`config.mk`:
```
export PLATFORM = sky130hd
export DESIGN_NAME = multi_datapath_p
export DESIGN_NICKNAME = d
export VERILOG_FILES = /design/src/rtl/multi_datapath_p_pkg.sv /design/src/rtl/multi_datapath_p_alu.sv /design/src/rtl/multi_datapath_p.sv
export SDC_FILE = /design/constraint.sdc
export NUM_CORES = 2
export LEC_CHECK = 0
export ABC_CLOCK_PERIOD_IN_PS = 6700
export CORE_ASPECT_RATIO = 0.75
export CORE_MARGIN = 1
export CORE_UTILIZATION = 45
export DETAILED_ROUTE_END_ITERATION = 12
export PLACE_DENSITY = 0.69
export SYNTH_ARGS = -nofsm -noshare
export SYNTH_HDL_FRONTEND = slang
export SYNTH_SLANG_ARGS = --single-unit
```
`constraint.sdc`:
```
create_clock -name clk -period 6.7 [get_ports clk]
set_input_delay 1.34 -clock clk [delete_from_list [all_inputs] [get_ports clk]]
set_output_delay 1.34 -clock clk [all_outputs]
set_load 0.1 [all_outputs]
```
`src/rtl/multi_datapath_p_pkg.sv`:
```
// multi_datapath_p_pkg: opcodes, FSM states, flag indices and instruction field offsets
package multi_datapath_p_pkg;
    localparam int OP_NOP  = 0;
    localparam int OP_LDI  = 1;
    localparam int OP_ADD  = 2;
    localparam int OP_SUB  = 3;
    localparam int OP_AND  = 4;
    localparam int OP_OR   = 5;
    localparam int OP_XOR  = 6;
    localparam int OP_MOV  = 7;
    localparam int OP_SHL  = 8;
    localparam int OP_CMP  = 9;
    localparam int OP_HALT = 31;

    localparam int FZ = 3;
    localparam int FN = 2;
    localparam int FC = 1;
    localparam int FV = 0;

    typedef enum logic [2:0] {
        S_IDLE,
        S_FETCH,
        S_DECODE,
        S_EXECUTE,
        S_WRITEBACK,
        S_HALT
    } state_t;

    // Instruction word is {opcode, rs, rd, imm}, MSB to LSB
    function automatic int rd_lo(input int imm_w);
        return imm_w;
    endfunction

    function automatic int rs_lo(input int imm_w, input int reg_w);
        return imm_w + reg_w;
    endfunction
endpackage

```
`src/rtl/multi_datapath_p_alu.sv`:
```
// alu_p: combinational result, write-enable, illegal flag and next flags for one opcode
module alu_p
    import multi_datapath_p_pkg::*;
#(
    parameter int DATA_WIDTH = 36,
    parameter int OPC_WIDTH  = 5
) (
    input  logic [OPC_WIDTH-1:0]  op_i,
    input  logic [DATA_WIDTH-1:0] a_i,
    input  logic [DATA_WIDTH-1:0] b_i,
    input  logic [DATA_WIDTH-1:0] imm_i,
    input  logic [3:0]            flags_i,
    output logic [DATA_WIDTH-1:0] result_o,
    output logic [3:0]            flags_o,
    output logic                  wr_o,
    output logic                  illegal_o
);
    localparam int M = DATA_WIDTH - 1;

    logic [DATA_WIDTH:0] sum;
    logic [DATA_WIDTH:0] diff;
    logic                zn;

    always_comb begin
        sum       = {1'b0, a_i} + {1'b0, b_i};
        diff      = {1'b0, a_i} - {1'b0, b_i};
        result_o  = a_i;
        flags_o   = flags_i;
        wr_o      = 1'b0;
        illegal_o = 1'b0;
        zn        = 1'b0;
        case (int'(op_i))
            OP_NOP, OP_HALT: ;
            OP_LDI: begin
                result_o = imm_i;
                wr_o     = 1'b1;
            end
            OP_ADD: begin
                result_o    = sum[M:0];
                wr_o        = 1'b1;
                zn          = 1'b1;
                flags_o[FC] = sum[DATA_WIDTH];
                flags_o[FV] = (a_i[M] == b_i[M]) && (sum[M] != a_i[M]);
            end
            OP_SUB, OP_CMP: begin
                result_o    = diff[M:0];
                wr_o        = int'(op_i) == OP_SUB;
                zn          = 1'b1;
                flags_o[FC] = diff[DATA_WIDTH];
                flags_o[FV] = (a_i[M] != b_i[M]) && (diff[M] != a_i[M]);
            end
            OP_AND, OP_OR, OP_XOR: begin
                result_o    = int'(op_i) == OP_AND ? a_i & b_i :
                              int'(op_i) == OP_OR  ? a_i | b_i : a_i ^ b_i;
                wr_o        = 1'b1;
                zn          = 1'b1;
                flags_o[FC] = 1'b0;
                flags_o[FV] = 1'b0;
            end
            OP_MOV: begin
                result_o = b_i;
                wr_o     = 1'b1;
            end
            OP_SHL: begin
                result_o    = {a_i[M-1:0], 1'b0};
                wr_o        = 1'b1;
                zn          = 1'b1;
                flags_o[FC] = a_i[M];
                flags_o[FV] = 1'b0;
            end
            default: illegal_o = 1'b1;
        endcase
        if (zn) begin
            flags_o[FZ] = result_o == '0;
            flags_o[FN] = result_o[M];
        end
    end
endmodule

```
`src/rtl/multi_datapath_p.sv`:
```
// multi_datapath_p: multi-cycle datapath with fetch handshake, regfile, ALU and registered flags
module multi_datapath_p
    import multi_datapath_p_pkg::*;
#(
    parameter int DATA_WIDTH = 36,
    parameter int REG_ADDR_W = 5,
    parameter int IMM_WIDTH  = 8,
    parameter int OPC_WIDTH  = 5,
    localparam int INSTR_WIDTH = OPC_WIDTH + 2 * REG_ADDR_W + IMM_WIDTH
) (
    input  logic                   clk,
    input  logic                   reset,
    input  logic                   run,
    output logic                   fetch_req,
    input  logic                   fetch_ack,
    input  logic [INSTR_WIDTH-1:0] fetch_data,
    output logic                   busy,
    output logic                   halted,
    output logic                   retire,
    output logic                   illegal,
    output logic [3:0]             flags,
    input  logic [REG_ADDR_W-1:0]  dbg_addr,
    output logic [DATA_WIDTH-1:0]  dbg_data
);
    localparam int NREG  = 2 ** REG_ADDR_W;
    localparam int RD_LO = rd_lo(IMM_WIDTH);
    localparam int RS_LO = rs_lo(IMM_WIDTH, REG_ADDR_W);

    state_t                  state_q;
    logic [INSTR_WIDTH-1:0]  ir_q;
    logic [DATA_WIDTH-1:0]   rf_q [NREG];
    logic [DATA_WIDTH-1:0]   opa_q, opb_q, res_q;
    logic [3:0]              flags_q;
    logic                    wr_q, fetch_req_q, busy_q, halted_q, retire_q, illegal_q;

    logic [OPC_WIDTH-1:0]    opc;
    logic [REG_ADDR_W-1:0]   rs, rd;
    logic [DATA_WIDTH-1:0]   res_d;
    logic [3:0]              flags_d;
    logic                    wr_d, illegal_d;

    assign opc = ir_q[INSTR_WIDTH-1 -: OPC_WIDTH];
    assign rs  = ir_q[RS_LO +: REG_ADDR_W];
    assign rd  = ir_q[RD_LO +: REG_ADDR_W];

    alu_p #(.DATA_WIDTH(DATA_WIDTH), .OPC_WIDTH(OPC_WIDTH)) u_alu (
        .op_i      (opc),
        .a_i       (opa_q),
        .b_i       (opb_q),
        .imm_i     (DATA_WIDTH'(ir_q[IMM_WIDTH-1:0])),
        .flags_i   (flags_q),
        .result_o  (res_d),
        .flags_o   (flags_d),
        .wr_o      (wr_d),
        .illegal_o (illegal_d)
    );

    always_ff @(posedge clk or negedge reset) begin
        if (!reset) begin
            state_q     <= S_IDLE;
            ir_q        <= '0;
            opa_q       <= '0;
            opb_q       <= '0;
            res_q       <= '0;
            flags_q     <= '0;
            wr_q        <= 1'b0;
            fetch_req_q <= 1'b0;
            busy_q      <= 1'b0;
            halted_q    <= 1'b0;
            retire_q    <= 1'b0;
            illegal_q   <= 1'b0;
            for (int i = 0; i < NREG; i++) rf_q[i] <= '0;
        end else begin
            retire_q  <= 1'b0;
            illegal_q <= 1'b0;
            case (state_q)
                S_IDLE: if (run) begin
                    state_q     <= S_FETCH;
                    fetch_req_q <= 1'b1;
                    busy_q      <= 1'b1;
                end
                S_FETCH: if (fetch_ack) begin
                    ir_q        <= fetch_data;
                    fetch_req_q <= 1'b0;
                    state_q     <= S_DECODE;
                end
                S_DECODE: begin
                    opa_q   <= rf_q[rd];
                    opb_q   <= rf_q[rs];
                    state_q <= S_EXECUTE;
                end
                S_EXECUTE: begin
                    res_q     <= res_d;
                    flags_q   <= flags_d;
                    wr_q      <= wr_d;
                    retire_q  <= 1'b1;
                    illegal_q <= illegal_d;
                    state_q   <= S_WRITEBACK;
                end
                S_WRITEBACK: begin
                    if (wr_q) rf_q[rd] <= res_q;
                    if (int'(opc) == OP_HALT) begin
                        state_q  <= S_HALT;
                        busy_q   <= 1'b0;
                        halted_q <= 1'b1;
                    end else begin
                        state_q     <= S_FETCH;
                        fetch_req_q <= 1'b1;
                    end
                end
                S_HALT: ;
                default: state_q <= S_IDLE;
            endcase
        end
    end

    assign fetch_req = fetch_req_q;
    assign busy      = busy_q;
    assign halted    = halted_q;
    assign retire    = retire_q;
    assign illegal   = illegal_q;
    assign flags     = flags_q;
    assign dbg_data  = rf_q[dbg_addr];
endmodule

```
* After elaboration in Yosys (flattened, before gate mapping)
Index checks and enable logic that the tools add are counted.
** Cells by class
- Add/subtract/negate cells :: 2
- Order comparisons :: 4
- Eq/ne operators :: 27
- Mux-type cells :: 31
- Bitwise operators :: 7
- Reductions and logical operators :: 22
** Operators by type and width (number)
- bitwise mux 1152 bit :: 1
- binary-select mux 36 bit (select 5 bit) :: 3
- 2-to-1 mux 36 bit :: 9
- one-hot mux 36 bit (6 select lines) :: 1
- demux 36 bit (select 5 bit) :: 1
- adder 36 x 36 -> 37 bit :: 1
- subtractor 36 x 36 -> 37 bit :: 1
- AND 36 bit :: 1
- zero test 36 bit :: 1
- bitwise OR 36 bit :: 1
- XOR 36 bit :: 1
- equality test 5 x 3 -> 1 bit (second input constant) :: 5
- equality test 5 x 4 -> 1 bit (second input constant) :: 4
- greater-or-equal comparator 6 bit (second input constant) :: 3
- NOT 5 -> 6 bit :: 3
- one-hot mux 3 bit (6 select lines) :: 1
- OR reduction 7 bit :: 2
- OR reduction 11 bit :: 1
- equality test 5 x 1 -> 1 bit (second input constant) :: 2
- equality test 5 x 2 -> 1 bit (second input constant) :: 2
- AND reduction 2 bit :: 5
- 2-to-1 mux 3 bit :: 3
- 2-to-1 mux 1 bit :: 8
- != test 2 bit (second input constant) :: 4
- other kinds (21) :: 29
** Word-level totals
- Register bits after elaboration :: 1296
- Input port bits :: 32
- Output and inout port bits :: 45
- Word-level logic and storage cells :: 138

* Longest topological paths before layout
- Word-level depth :: 6
- Gate-level depth with buffers :: 14
- Depth with buffers taken out :: 14

* Hierarchy
A second synthesis with hierarchy kept.
** Unflattened totals
- Cells, all modules :: 6730
- Area, all modules :: 83667.7 µm²
** Modules (own cells, without submodules)
- multi_datapath_p :: instances 1, cells each 5518, area an instance 75756.4 µm², sequential area each 32431.1 µm²
- alu_p :: instances 1, cells each 1212, area an instance 7911.3 µm², sequential area each 0.0 µm²

* Least setup slack after synthesis
OpenSTA, ideal clock, no wires.
- Path type :: input port to output port
- Start point :: input dbg_addr[0]
- End point :: output dbg_data[15]
- Data arrival time :: 4.138 ns
- Data required time :: 5.360 ns
- Slack :: 1.222 ns
- Stages on the path :: 6
- Buffers on the path :: 3
- Cells stage by stage :: clkbuf_1 -> buf_1 -> buf_1 -> mux4_2 -> mux4_2 -> mux2_2
** Between the ends
- Longest elaborated chain between the ends :: 4
** RTL lines
- start, declared :: RTL line multi_datapath_p.sv:22 : input logic [REG_ADDR_W-1:0] dbg_addr,
- NOT 5 -> 6 bit (not written as such) :: RTL line multi_datapath_p.sv:123 : assign dbg_data = rf_q[dbg_addr];
- binary-select mux 36 bit (select 5 bit) :: RTL line multi_datapath_p.sv:123
- 2-to-1 mux 36 bit (not written as such) (2 in a row) :: RTL line multi_datapath_p.sv:123
- end, declared :: RTL line multi_datapath_p.sv:23 : output logic [DATA_WIDTH-1:0] dbg_data
Every way passes these cells. The select of a mux whose other input is x is not followed.

* Worst setup path after layout
- Start point :: input dbg_addr[0]
- End point :: output dbg_data[27]
The elaborated chain is that of the path after synthesis.

==> results.toml <==
[outcome]
status = "complete, no violations"

[sta]
fin_crit_ns = 5.70
clock_skew_ns = 0.0352
rsz0062_at_grt = "false"
fin_ws_ns = 1.00
setup_tns_ns = 0
maxSlewHeadroom_pct = 10.4
finalSetupViolations = 0
whs_ns = 0.468
fin_crit_sh_pct = 85.1
fmax_mhz = 175
final_hold_viol_count = 0
finalMaxSlewViolations = 0
tightest_slew_ns = 1.33

[placement]
pre_cts_ws_ns = 0.978
dp_hpwl_mm = 172
portBuffers = 76
gp_congestion = 0.995
dp_cells = 7858

[routing]
routed_via_density = 7.18
drc = 0
wl_met1_mm = 115
first_pass_iters = 6
ant_nets = 0
top_layer = "met5"
routedWlPerCell_um = 35.0
drt_iter0_markers = 8782
wl_mm = 284
vias = 58259
wl_met2_mm = 122
wl_met3_mm = 35.1

[critical_path]
critPathTopFamily = "multiplexers"
slowest_stage = "buf_12"
cp_slowest_stage_delay_ns = 0.59
critPathKind = "in -> out"
cp_cell_sequence = "buf_8 -> buf_12 -> mux4_2 -> mux4_2 -> mux2_2 -> buf_4"
critPathArrivalTime_ns = 4.36
start_kind = "input port"
crit_top_cell = "mux4_2"
critPathBufInv = 3
required_ns = 5.36
worstSetupEndpointType = "output port"
cp_max_fo = 84

[final_layout]
fillCellCount = 15065
area_delta_synth_final_pct = 9.80
fin_cells = 8111
layout-drive-gt1-share_pct = 48.5
nNetsFinal = 5754
final_common_cell = "dfrtp_1"
layout_common_cells = "dfrtp_1 (1286), mux2_2 (1247), mux4_2 (1026)"

[power_and_ir_drop]
p_sw_uw = 14100
power.density_nw_per_um2 = 362
swShare_pct = 43.2
p_comb_share_pct = 41.3
intPower_uw = 18600
clockPowerShare_pct = 25.5
p_leak_uw = 0.0397
seqPwrFrac_pct = 33.2
vdd_drop_max_mv = 0.318

[synth]
synth_nets = 5980
syn_area_per_cell_um2 = 14.1
synth_warnings = 0
synth_flop_cell = "dfrtp_1"
synthDistinctLibCells = 84
ys_async_sr_fraction_pct = 100
syn_inst = 5830
synth.ff_latch_count = 1296
seq_area_frac_synth_pct = 39.3
netlist_area_um2 = 82400
synth_edf_count = 0

[cts]
path_clk_slew_ns = 0.06
h-tree-depth = 4
cts_resized = 0
clock_sinks = 1296
clockRootBuffer = "clkbuf_16"
clock_latency_ns = 0.81
cts_buffers = 141
cts_tree = "built"
clock_path_buffers = 3
cts-hold-fix-buffers = 0
post_cts_buffers = 0

[floorplan]
rows = 135
initial_core_util_pct = 45.5
die_h_um = 373
core-area_um2 = 181000
die-area_um2 = 185000
ios = 77
die_w_um = 496

[grt]
grt_usage_pct = 30.8
grt_max_degree = 178
antenna_found_initial = 8
grt-ovfl-total = 0
grt_pass1_vias = 56852
grt_pass1_wl_mm = 414

[min_path]
hold_path.class = "in -> async"

[run]
cap_violations = 0
## power groups by stage
stage | registers (uW) | logic (uW) | clock network (uW)
floorplan | 9430 | 9900 | 0
detailed placement | 10900 | 13200 | 0
CTS | 10800 | 13200 | 8460
finish | 10900 | 13500 | 8370
global placement | 10800 | 13100 | 0
global route | 11000 | 14200 | 8770
## logic make-up (layout without fill, tap and decap cells)
family	after synthesis	count (layout)	share of synthesized area (%)
flops	1296	1296	39.3
xor+xnor	22	22	0.234
other cells	0	5	0
fa+ha+maj	118	118	1.81
mux	2370	2370	46.3
compound gates	685	685	5.57
buf+inv	701	580	3.27
simple gates	638	638	3.52
## per-stage QoR
stage	power (uW)	area, um2	util [%]
3_5_place_dp	24100	85600	47.2
3_3_place_gp	24000	85600	47.2
6_report	32800	90500	49.9
2_1_floorplan	19300	82400	-
4_1_cts	32500	90500	49.9
5_1_grt	34000	90500	49.9
## flip-flops by register name, summed over array words and instances, names as in the netlist, 3 cells and up
register	count
opa_q	36
ir_q	23
opb_q	36
state_q	3
flags	4
res_q	36
rf_q	1152
## worst paths after layout
| kind | slack, ns | startpoint | cells after the start | to |
|---|---|---|---|---|
| setup / recovery | 1.00 | dbg_addr[0] | 6 | dbg_data[27] |
| hold / removal | 0.47 | reset | 1 | rf_q[227] |
| setup reg to reg | 1.10 | ir_q[18] | 10 | flags[3] |
| hold reg to reg | 0.49 | halted | 1 | halted |
| max in group asynchronous | 4.42 | reset | 2 | ir_q[17] |
| min in group clk | 0.49 | halted | 1 | halted |
## final cells by class
| class | count | area, um2 | area share, % |
|---|---|---|---|
| Multi-Input combinational cell | 3833 | 47600 | 52.6 |
| Timing Repair Buffer | 223 | 2120 | 2.34 |
| Antenna cell | 5 | 12.5 | 0.0138 |
| Clock buffer | 184 | 3990 | 4.41 |
| Tap cell | 2397 | 3000 | 3.31 |
| Inverter | 109 | 409 | 0.452 |
| Clock inverter | 64 | 918 | 1.01 |
| Sequential cell | 1296 | 32500 | 35.9 |
## Yosys cell counts, drive strengths merged (6+ instances only)
| cell | instances | share of area (%) |
|---|---|---|
| dfrtp | 1296 | 39 |
| mux2 | 1251 | 17 |
| mux4 | 1026 | 28 |
| clkbuf | 403 | 1.8 |
| nor2 | 247 | 1.1 |
| a21oi | 208 | 1.3 |
| buf | 189 | 0.94 |
| nand2 | 179 | 0.82 |
| o21ai | 124 | 0.75 |
| ha | 116 | 1.8 |
| inv | 107 | 0.49 |
| mux2i | 93 | 1.1 |
| nor3 | 41 | 0.26 |
| a211oi | 34 | 0.31 |
| a221oi | 32 | 0.34 |
| nand3 | 32 | 0.19 |
| o221ai | 29 | 0.31 |
| a21o | 25 | 0.23 |
| a22o | 25 | 0.27 |
| o211ai | 25 | 0.23 |
| nor2b | 22 | 0.17 |
| a31oi | 21 | 0.16 |
| o22ai | 21 | 0.16 |
| nand4 | 20 | 0.15 |
| o31ai | 20 | 0.18 |
| nor4 | 16 | 0.12 |
| xnor2 | 16 | 0.17 |
| nand2b | 14 | 0.11 |
| or3 | 14 | 0.11 |
| a221o | 12 | 0.15 |
| and2 | 10 | 0.076 |
| o2111ai | 10 | 0.11 |
| a211o | 8 | 0.085 |
| a32oi | 8 | 0.085 |
| o31a | 8 | 0.085 |
| a22oi | 7 | 0.064 |
| and3 | 7 | 0.053 |
| o21bai | 7 | 0.064 |
| or2 | 7 | 0.053 |
| nand3b | 6 | 0.055 |
| nor4b | 6 | 0.064 |
| xor2 | 6 | 0.064 |
## routing by layer
layer / up-vias / track usage [%]
met5: - / 0
met4: 10 / 11.2
met3: 670 / 9.67
met2: 3898 / 43.2
met1: 31076 / 44.6
li1: 22605 / -
Power figures use the tool's default switching activity.
